File: config.mk
export PLATFORM = sky130hd
export DESIGN_NAME = shift_register_sequencer
export DESIGN_NICKNAME = d
export VERILOG_FILES = /design/src/rtl/shiftregister_pkg.sv /design/src/rtl/shift_counter.sv /design/src/rtl/shift_register_sequencer.sv
export SDC_FILE = /design/constraint.sdc
export NUM_CORES = 1
export LEC_CHECK = 0
export BUFFER_PORTS_ARGS = -buffer_cell sky130_fd_sc_hd__buf_2
export CORE_MARGIN = 10
export CORE_UTILIZATION = 48
export DETAILED_ROUTE_END_ITERATION = 6
export GPL_ROUTABILITY_DRIVEN = 0
export PLACE_DENSITY = 0.79
export SYNTH_ARGS = -nofsm -noshare
export SYNTH_HDL_FRONTEND = slang
export SYNTH_SLANG_ARGS = --single-unit
File: constraint.sdc
create_clock -name clockpulse -period 1.65 [get_ports clockpulse]
set_input_delay 0 -clock clockpulse [delete_from_list [all_inputs] [get_ports clockpulse]]
set_output_delay 0 -clock clockpulse [all_outputs]
set_load 0.05 [all_outputs]
File: src/rtl/shiftregister_pkg.sv
// Shared definitions for the shift register sequencer and the shift register benches.
package shiftregister_pkg;

    // Default shift register width, also the number of shifts per command.
    localparam int DEFAULT_WIDTH = 4;

    // Sequencer state encoding.
    typedef enum logic [1:0] {
        IDLE  = 2'd0,
        LOAD  = 2'd1,
        SHIFT = 2'd2,
        DONE  = 2'd3
    } seq_state_e;

endpackage : shiftregister_pkg

File: src/rtl/shift_counter.sv
// Saturating shift counter: counts completed shifts, clears synchronously and
// flags the enabled cycle that performs the last (WIDTH-th) shift.
module shift_counter
    import shiftregister_pkg::*;
#(
    parameter int WIDTH = DEFAULT_WIDTH,
    parameter int CNT_W = $clog2(WIDTH + 1)
) (
    input  logic             clk,
    input  logic             rst_n,
    input  logic             clr,
    input  logic             en,
    output logic [CNT_W-1:0] count,
    output logic             last
);

    localparam logic [CNT_W-1:0] TERM_C = CNT_W'(WIDTH);
    localparam logic [CNT_W-1:0] ONE_C  = {{(CNT_W-1){1'b0}}, 1'b1};

    logic [CNT_W-1:0] count_r;
    logic             full_s;

    assign full_s = (count_r == TERM_C);
    // The shift performed this cycle is the last one when the count is one short of WIDTH.
    assign last   = en && (count_r == (TERM_C - ONE_C));
    assign count  = count_r;

    // Count enabled cycles, saturating at WIDTH so the count never wraps.
    always_ff @(posedge clk or negedge rst_n) begin
        if (!rst_n) begin
            count_r <= {CNT_W{1'b0}};
        end else if (clr) begin
            count_r <= {CNT_W{1'b0}};
        end else if (en && !full_s) begin
            count_r <= count_r + ONE_C;
        end else begin
            count_r <= count_r;
        end
    end

endmodule : shift_counter

File: src/rtl/shift_register_sequencer.sv
// Sequences a right-shift register: one preset load strobe followed by exactly
// WIDTH shift strobes, with serial fill from a captured constant or LSB feedback.
module shift_register_sequencer
    import shiftregister_pkg::*;
#(
    parameter int WIDTH = DEFAULT_WIDTH,
    parameter int CNT_W = $clog2(WIDTH + 1)
) (
    input  logic             clockpulse,
    input  logic             notclear,
    input  logic             start,
    input  logic             abort,
    input  logic [WIDTH-1:0] presetData,
    input  logic             fillBit,
    input  logic             rotate,
    input  logic             registerLsb,
    output logic             ready,
    output logic             enablePreset,
    output logic [WIDTH-1:0] preset,
    output logic             shiftEnable,
    output logic             serialInput,
    output logic             serialOut,
    output logic             done,
    output logic [CNT_W-1:0] shiftCount
);

    seq_state_e       state_r;
    logic             ready_r;
    logic             enable_preset_r;
    logic             shift_enable_r;
    logic             done_r;
    logic [WIDTH-1:0] preset_r;
    logic             fill_r;
    logic             rotate_r;

    logic             cnt_clr_s;
    logic             cnt_en_s;
    logic             cnt_last_s;
    logic [CNT_W-1:0] cnt_s;

    // Counter is cleared when a command loads and when a running command is aborted.
    assign cnt_clr_s = (state_r == LOAD) || (abort && (state_r != IDLE));
    assign cnt_en_s  = shift_enable_r && !abort;

    shift_counter #(
        .WIDTH (WIDTH),
        .CNT_W (CNT_W)
    ) u_shift_counter (
        .clk   (clockpulse),
        .rst_n (notclear),
        .clr   (cnt_clr_s),
        .en    (cnt_en_s),
        .count (cnt_s),
        .last  (cnt_last_s)
    );

    // Command FSM with registered Moore strobes and command capture registers.
    always_ff @(posedge clockpulse or negedge notclear) begin
        if (!notclear) begin
            state_r         <= IDLE;
            ready_r         <= 1'b1;
            enable_preset_r <= 1'b0;
            shift_enable_r  <= 1'b0;
            done_r          <= 1'b0;
            preset_r        <= {WIDTH{1'b0}};
            fill_r          <= 1'b0;
            rotate_r        <= 1'b0;
        end else begin
            case (state_r)
                IDLE: begin
                    // Abort takes priority over a simultaneous start.
                    if (start && !abort) begin
                        state_r         <= LOAD;
                        ready_r         <= 1'b0;
                        enable_preset_r <= 1'b1;
                        preset_r        <= presetData;
                        fill_r          <= fillBit;
                        rotate_r        <= rotate;
                    end else begin
                        state_r         <= IDLE;
                        ready_r         <= 1'b1;
                        enable_preset_r <= 1'b0;
                    end
                    shift_enable_r <= 1'b0;
                    done_r         <= 1'b0;
                end
                LOAD: begin
                    enable_preset_r <= 1'b0;
                    done_r          <= 1'b0;
                    if (abort) begin
                        state_r        <= IDLE;
                        ready_r        <= 1'b1;
                        shift_enable_r <= 1'b0;
                    end else begin
                        state_r        <= SHIFT;
                        ready_r        <= 1'b0;
                        shift_enable_r <= 1'b1;
                    end
                end
                SHIFT: begin
                    enable_preset_r <= 1'b0;
                    if (abort) begin
                        state_r        <= IDLE;
                        ready_r        <= 1'b1;
                        shift_enable_r <= 1'b0;
                        done_r         <= 1'b0;
                    end else if (cnt_last_s) begin
                        state_r        <= DONE;
                        ready_r        <= 1'b0;
                        shift_enable_r <= 1'b0;
                        done_r         <= 1'b1;
                    end else begin
                        state_r        <= SHIFT;
                        ready_r        <= 1'b0;
                        shift_enable_r <= 1'b1;
                        done_r         <= 1'b0;
                    end
                end
                DONE: begin
                    // A start seen here is dropped; the source must reissue it from IDLE.
                    state_r         <= IDLE;
                    ready_r         <= 1'b1;
                    enable_preset_r <= 1'b0;
                    shift_enable_r  <= 1'b0;
                    done_r          <= 1'b0;
                end
                default: begin
                    state_r         <= IDLE;
                    ready_r         <= 1'b1;
                    enable_preset_r <= 1'b0;
                    shift_enable_r  <= 1'b0;
                    done_r          <= 1'b0;
                end
            endcase
        end
    end

    assign ready        = ready_r;
    assign enablePreset = enable_preset_r;
    assign shiftEnable  = shift_enable_r;
    assign done         = done_r;
    // Preset is held after the command so a re-pulsed load reproduces the same word.
    assign preset       = preset_r;
    assign shiftCount   = cnt_s;
    assign serialInput  = rotate_r ? registerLsb : fill_r;
    assign serialOut    = registerLsb & shift_enable_r;

endmodule : shift_register_sequencer

=== After elaboration in Yosys (flattened, before gate mapping) ===
Index checks and enable logic that the tools add are counted.

* Bits in registers: 15
* Input bits: 11
* Word-level logic and storage cells: 52

* Add/subtract/negate cells: 1
* Eq/ne operators: 5
* Multiplexer cells: 20
* Bitwise operators: 1
* Reductions and logical operators: 16

{| class="wikitable"
|+ Operators with widths
! kind !! number
|-
| $mux W1 || 11
|-
| $pmux W2 S4 || 1
|-
| $mux W3 || 2
|-
| $pmux W1 S3 || 2
|-
| $reduce_or A3 Y1 || 2
|-
| $logic_and A1 B1 Y1 || 5
|-
| $eq A2 B2 Y1 const B || 2
|-
| $mux W2 || 2
|-
| $pmux W1 S2 || 2
|-
| $reduce_bool A2 Y1 || 2
|-
| $reduce_or A2 Y1 || 2
|-
| $add A3 B1 Y3 const B || 1
|-
| $eq A3 B2 Y1 const B || 1
|-
| $eq A3 B3 Y1 const B || 1
|-
| $eq A2 B1 Y1 const B || 1
|-
| $logic_not A1 Y1 || 2
|-
| $logic_not A2 Y1 || 1
|-
| $reduce_and A2 Y1 || 1
|-
| $and A1 B1 Y1 || 1
|-
| $logic_or A1 B1 Y1 || 1
|}

=== Depth between registers and ports, before layout ===
* Depth after elaboration: 6
* Gate-level depth with buffers: 5
* Depth with buffers taken out: 5

=== Hierarchy ===
From an unflattened synthesis, not the netlist that was laid out.

* Cell total of the unflattened synthesis: 66
* Area, all modules: 789.5 um2

{| class="wikitable"
|+ By module, submodules not included
! module !! times used !! cells an instance !! area each (um2) !! sequential area each (um2)
|-
| shift_register_sequencer || 1 || 47 || 593.1 || 301.5
|-
| shift_counter || 1 || 19 || 196.4 || 75.1
|}

=== Worst setup path after synthesis ===
OpenSTA, ideal clock, no wires.

* Path kind: reg2reg
* Start: reg u_shift_counter.count_r[0], in the netlist u_shift_counter.count[0]
* End: reg u_shift_counter.count_r[1], in the netlist u_shift_counter.count[1]
* Setup time: 0.078 ns
* Arrival time: 1.570 ns
* Required time: 1.572 ns
* Path slack: 0.002 ns
* Cell stages (with the launch flop): 6
* Buffers on the path: 0
* Clock period less this slack: 1.648 ns
* Cell sequence: dfrtp_1 -> inv_1 -> ha_1 -> and2_1 -> or3b_1 -> a21oi_1

* Cells in the longest elaborated chain, start to end: 4
* Elaborated cells on any way between the ends: 7
* Those cells by class: add/sub (1); eq/ne (1); mux (2); reduce/logical (3)

{| class="wikitable"
|+ Ends and longest elaborated chain
! item !! RTL line !! source
|-
| start, declared || shift_counter.sv:20 || <nowiki>logic [CNT_W-1:0] count_r;</nowiki>
|-
| start signal, assigned || shift_counter.sv:31 || <nowiki>count_r <= {CNT_W{1'b0}};</nowiki>
|-
| start signal, assigned || shift_counter.sv:33 || <nowiki>count_r <= {CNT_W{1'b0}};</nowiki>
|-
| start signal, assigned || shift_counter.sv:35 || <nowiki>count_r <= count_r + ONE_C;</nowiki>
|-
| branches (longest 4 deep; another with $add A3 B1 Y3) || n/a ||
|}

Parallel ways; which one is timed is not known. The select of a mux whose other input is x is not followed.
A chain may end at the register's enable or synchronous reset.

=== Final worst setup path ===
* Start: reg state_r[0]
* End: reg preset_r[3], in the netlist preset[3]

* Cells in the longest elaborated chain, start to end: 2

{| class="wikitable"
|+ Ends and longest elaborated chain
! item !! RTL line !! source
|-
| start, declared || shift_register_sequencer.sv:27 || <nowiki>seq_state_e state_r;</nowiki>
|-
| start signal, assigned || shift_register_sequencer.sv:60 || <nowiki>state_r <= IDLE;</nowiki>
|-
| start signal, assigned || shift_register_sequencer.sv:73 || <nowiki>state_r <= LOAD;</nowiki>
|-
| start signal, assigned || shift_register_sequencer.sv:80 || <nowiki>state_r <= IDLE;</nowiki>
|-
| $logic_not A2 Y1 || shift_register_sequencer.sv:69 || <nowiki>case (state_r)</nowiki>
|-
| $reduce_and A2 Y1 (no line) || n/a ||
|-
| end signal, assigned || shift_register_sequencer.sv:65 || <nowiki>preset_r <= {WIDTH{1'b0}};</nowiki>
|-
| end signal, assigned || shift_register_sequencer.sv:76 || <nowiki>preset_r <= presetData;</nowiki>
|-
| end, declared || shift_register_sequencer.sv:32 || <nowiki>logic [WIDTH-1:0] preset_r;</nowiki>
|}

No other way between the ends.

==> run_results.csv <==
group,metric,value,unit
clocking,cts.sink_count,15,
synth,syn-mean-instance-area,12.0,um^2
synth,main_area_contributors_after_synthesis,"sky130_fd_sc_hd__dfrtp_1 46%, sky130_fd_sc_hd__ha_1 16%, sky130_fd_sc_hd__mux2_2 10%",
synth,synth-seq-cells,15,
power,p_leak,0.509,nW
clocking,clockBufferDepth,2,
cells_and_area,fin_util,66.9,%
synth,syn_inst,64,
clocking,cts_buffer_count,3,
floorplanning,die_w,59.9,um
run_status,status,"finished clean",
clocking,path_clk_slew,0.08,ns
timing,hold_viol,0,
floorplanning,die_area,3590,um^2
drt,remaining_drc_errors,0,
clocking,root_driver,"sky130_fd_sc_hd__clkbuf_4",
cells_and_area,antenna_cells,0,
grt,grt_antenna_before_repair,0,
drt,detailroute.via_count,583,
grt,grt_pass1_wl,2.59,mm
placement,placed_wire_length_estimate,1.21,mm
clocking,worstSkewPairLatency,0.29,ns
cells_and_area,design_area,1010,um^2
drt,drtAntennaViolNets,0,
timing,final.setup.tns,0,ns
timing,finalSetupViolCount,0,
setup_path,critical_path_class,"reg -> reg",
synth,yosys.area.top_type,"sky130_fd_sc_hd__dfrtp_1",
synth,yosysWarningCount,0,
cells_and_area,final_cell_count_no_fill,115,
grt,global_route.overflow_total,0,
grt,pin_count_of_the_biggest_net_entering_global_routing,16,
timing,finalMaxSlewViolations,0,
floorplanning,floorplan.initialDensity,50.8,%
setup_path,worstPathMaxFanout,7,
timing,worst_slew_margin_rel,74.6,%
timing,worstMarginPinSlew,0.377,ns
clocking,cts_tree,"built",
synth,synth.top_cell.area_share,45.8,%
power,peakVddDrop,0.547,mV
flow_run,maxCapViolCount,0,
floorplanning,die-height,59.9,um
synth,post_synth_num_cell_types,19,
min_path,worstHoldPathType,"in -> reg",
grt,global_route.usage.total,9.48,%
timing,unrepaired_setup_endpoints_after_global_routing,"false",
timing,fin_skew,0.00420,ns
drt,drt-initial-drc-count,21,
cells_and_area,area_grow_syn2layout,31.5,%
setup_path,critical_path_startpoint_category,"flip-flop",
floorplanning,design.portCount,24,
floorplanning,core_footprint,1510,um^2
timing,fin_crit,1.47,ns
drt,wire_per_inst,14.0,um
setup_path,arrival_time_at_the_worst_endpoint,1.64,ns
timing,timing.final.crit_share,89.2,%
synth,seq_area_frac_synth,49.2,%
placement,cells_after_dpl,103,
drt,vias_per_cell,5.07,
placement,place.port_buffers,23,
synth,synth_area,766,um^2
floorplanning,std_cell_rows,14,
synth,synth_nets,85,
cells_and_area,nNetsFinal,121,
placement,cell_area_after_placement,901,um^2
cells_and_area,drive_above_1_share,37.4,%
setup_path,crit_path_end_kind,"flip-flop",
power,pwr_cell_area,952,nW/um^2
drt,drt_first_pass_iters,4,
timing,max_freq,680,MHz
grt,via_count_of_the_first_global_routing_pass,575,
drt,drt-total-wl,1.61,mm
clocking,clock_tree.htree_level_count,1,
clocking,cts_setup_buffers,0,
setup_path,worstPathRequired,1.82,ns
-- per-stage QoR --
stage               setup WS (ns)  hold slack [ns]  power [mW]
global route               0.0839          0.00794        1.00
finish                      0.179          0.00860       0.959
floorplan                 0.00207           -0.296       0.661
detailed placement          0.191          -0.0827       0.744
CTS                         0.182          0.00591       0.964
global placement            0.248          -0.0825       0.733
-- final timing paths --
kind | endpoint | slack (ns) | cells after the start | startpoint
worst min register to register | fill_r$_DFFE_PN0P_ | 0.51 | 1 | fill_r$_DFFE_PN0P_
min in group asynchronous | u_shift_counter.count[0]$_DFFE_PN0P_ | 0.13 | 2 | notclear
max in group asynchronous | ready$_DFF_PN1_ | 1.22 | 2 | notclear
worst max register to register | preset[3]$_DFFE_PN0P_ | 0.18 | 4 | state_r[0]$_DFF_PN0_
worst min-delay path | state_r[0]$_DFF_PN0_ | 0.009 | 3 | start
worst max-delay path | preset[3]$_DFFE_PN0P_ | 0.18 | 4 | state_r[0]$_DFF_PN0_
-- routing by layer --
metal	part of all wire (%)	GRT usage [%]	vias up
met5	0	0	-
met4	3.1	6.73	0
met3	6.4	2.12	7
met2	48	15.4	21
met1	42	10.6	266
li1	-	-	289
-- final cells by class --
class | count | area [um^2]
fill | 105 | 499
clock buffer | 4 | 26.3
sequential | 15 | 377
tap | 16 | 20.0
inverter | 6 | 22.5
multi-input combinational | 43 | 367
timing repair buffer | 31 | 195
-- synthesized netlist by cell type --
library cell	number
sky130_fd_sc_hd__mux2_2	7
sky130_fd_sc_hd__o32a_2	1
sky130_fd_sc_hd__and2_1	2
sky130_fd_sc_hd__a21oi_1	5
sky130_fd_sc_hd__nand4b_1	1
sky130_fd_sc_hd__or3_1	1
sky130_fd_sc_hd__inv_1	6
sky130_fd_sc_hd__nor2_1	3
sky130_fd_sc_hd__or3b_1	1
sky130_fd_sc_hd__nor3b_1	2
sky130_fd_sc_hd__dfrtp_1	14
sky130_fd_sc_hd__nand2b_4	1
sky130_fd_sc_hd__nor3_1	1
sky130_fd_sc_hd__nand2_1	3
sky130_fd_sc_hd__a211oi_1	1
sky130_fd_sc_hd__dfstp_2	1
sky130_fd_sc_hd__o21ai_0	3
sky130_fd_sc_hd__nand3b_2	1
sky130_fd_sc_hd__ha_1	10
-- registers in the layout, indices dropped and copies added, names as in the netlist --
| register | cells |
|---|---|
| state_r | 2 |
| shiftEnable | 1 |
| enablePreset | 1 |
| done | 1 |
| fill_r | 1 |
| ready | 1 |
| rotate_r | 1 |
| preset | 4 |
| u_shift_counter.count | 3 |
-- timing repair --
action / 4_1_cts / 5_1_grt
hold buffers: 8 / 0
resized for setup: 0 / 0
endpoints found under the hold margin: 25 / 0
-- worst max-delay path: stages (launching register included) --
cell and delay [ns]:
sky130_fd_sc_hd__dfrtp_1 0.41, sky130_fd_sc_hd__inv_1 0.12, sky130_fd_sc_hd__ha_1 0.26, sky130_fd_sc_hd__nand3b_2 0.19
sky130_fd_sc_hd__mux2_2 0.37
-- cells by family after synthesis --
family | synth area share, %
and+or+nand+nor | 13.6
buffers and inverters | 2.94
adders and majority gates | 16.3
AOI/OAI and AO/OA | 7.68
muxes | 10.3
DFF | 49.2
-- cells in the final DEF, fill, tap and decap left out, types with 3 or more instances in the layout --
master / synthesis / layout
sky130_fd_sc_hd__a21oi_1: 5 / 5
sky130_fd_sc_hd__buf_2: 0 / 23
sky130_fd_sc_hd__clkbuf_4: 0 / 3
sky130_fd_sc_hd__dfrtp_1: 14 / 14
sky130_fd_sc_hd__dlygate4sd3_1: 0 / 8
sky130_fd_sc_hd__ha_1: 10 / 10
sky130_fd_sc_hd__inv_1: 6 / 6
sky130_fd_sc_hd__mux2_2: 7 / 7
sky130_fd_sc_hd__nand2_1: 3 / 3
sky130_fd_sc_hd__nor2_1: 3 / 3
sky130_fd_sc_hd__o21ai_0: 3 / 3
-- power by group --
part	switching (mW)	leakage (nW)	total, mW	internal (mW)
sequential	0.0263	0.190	0.439	0.412
combinational	0.208	0.304	0.308	0.0999
clock	0.118	0.0150	0.212	0.0940
(Power assumes the default switching activity.)
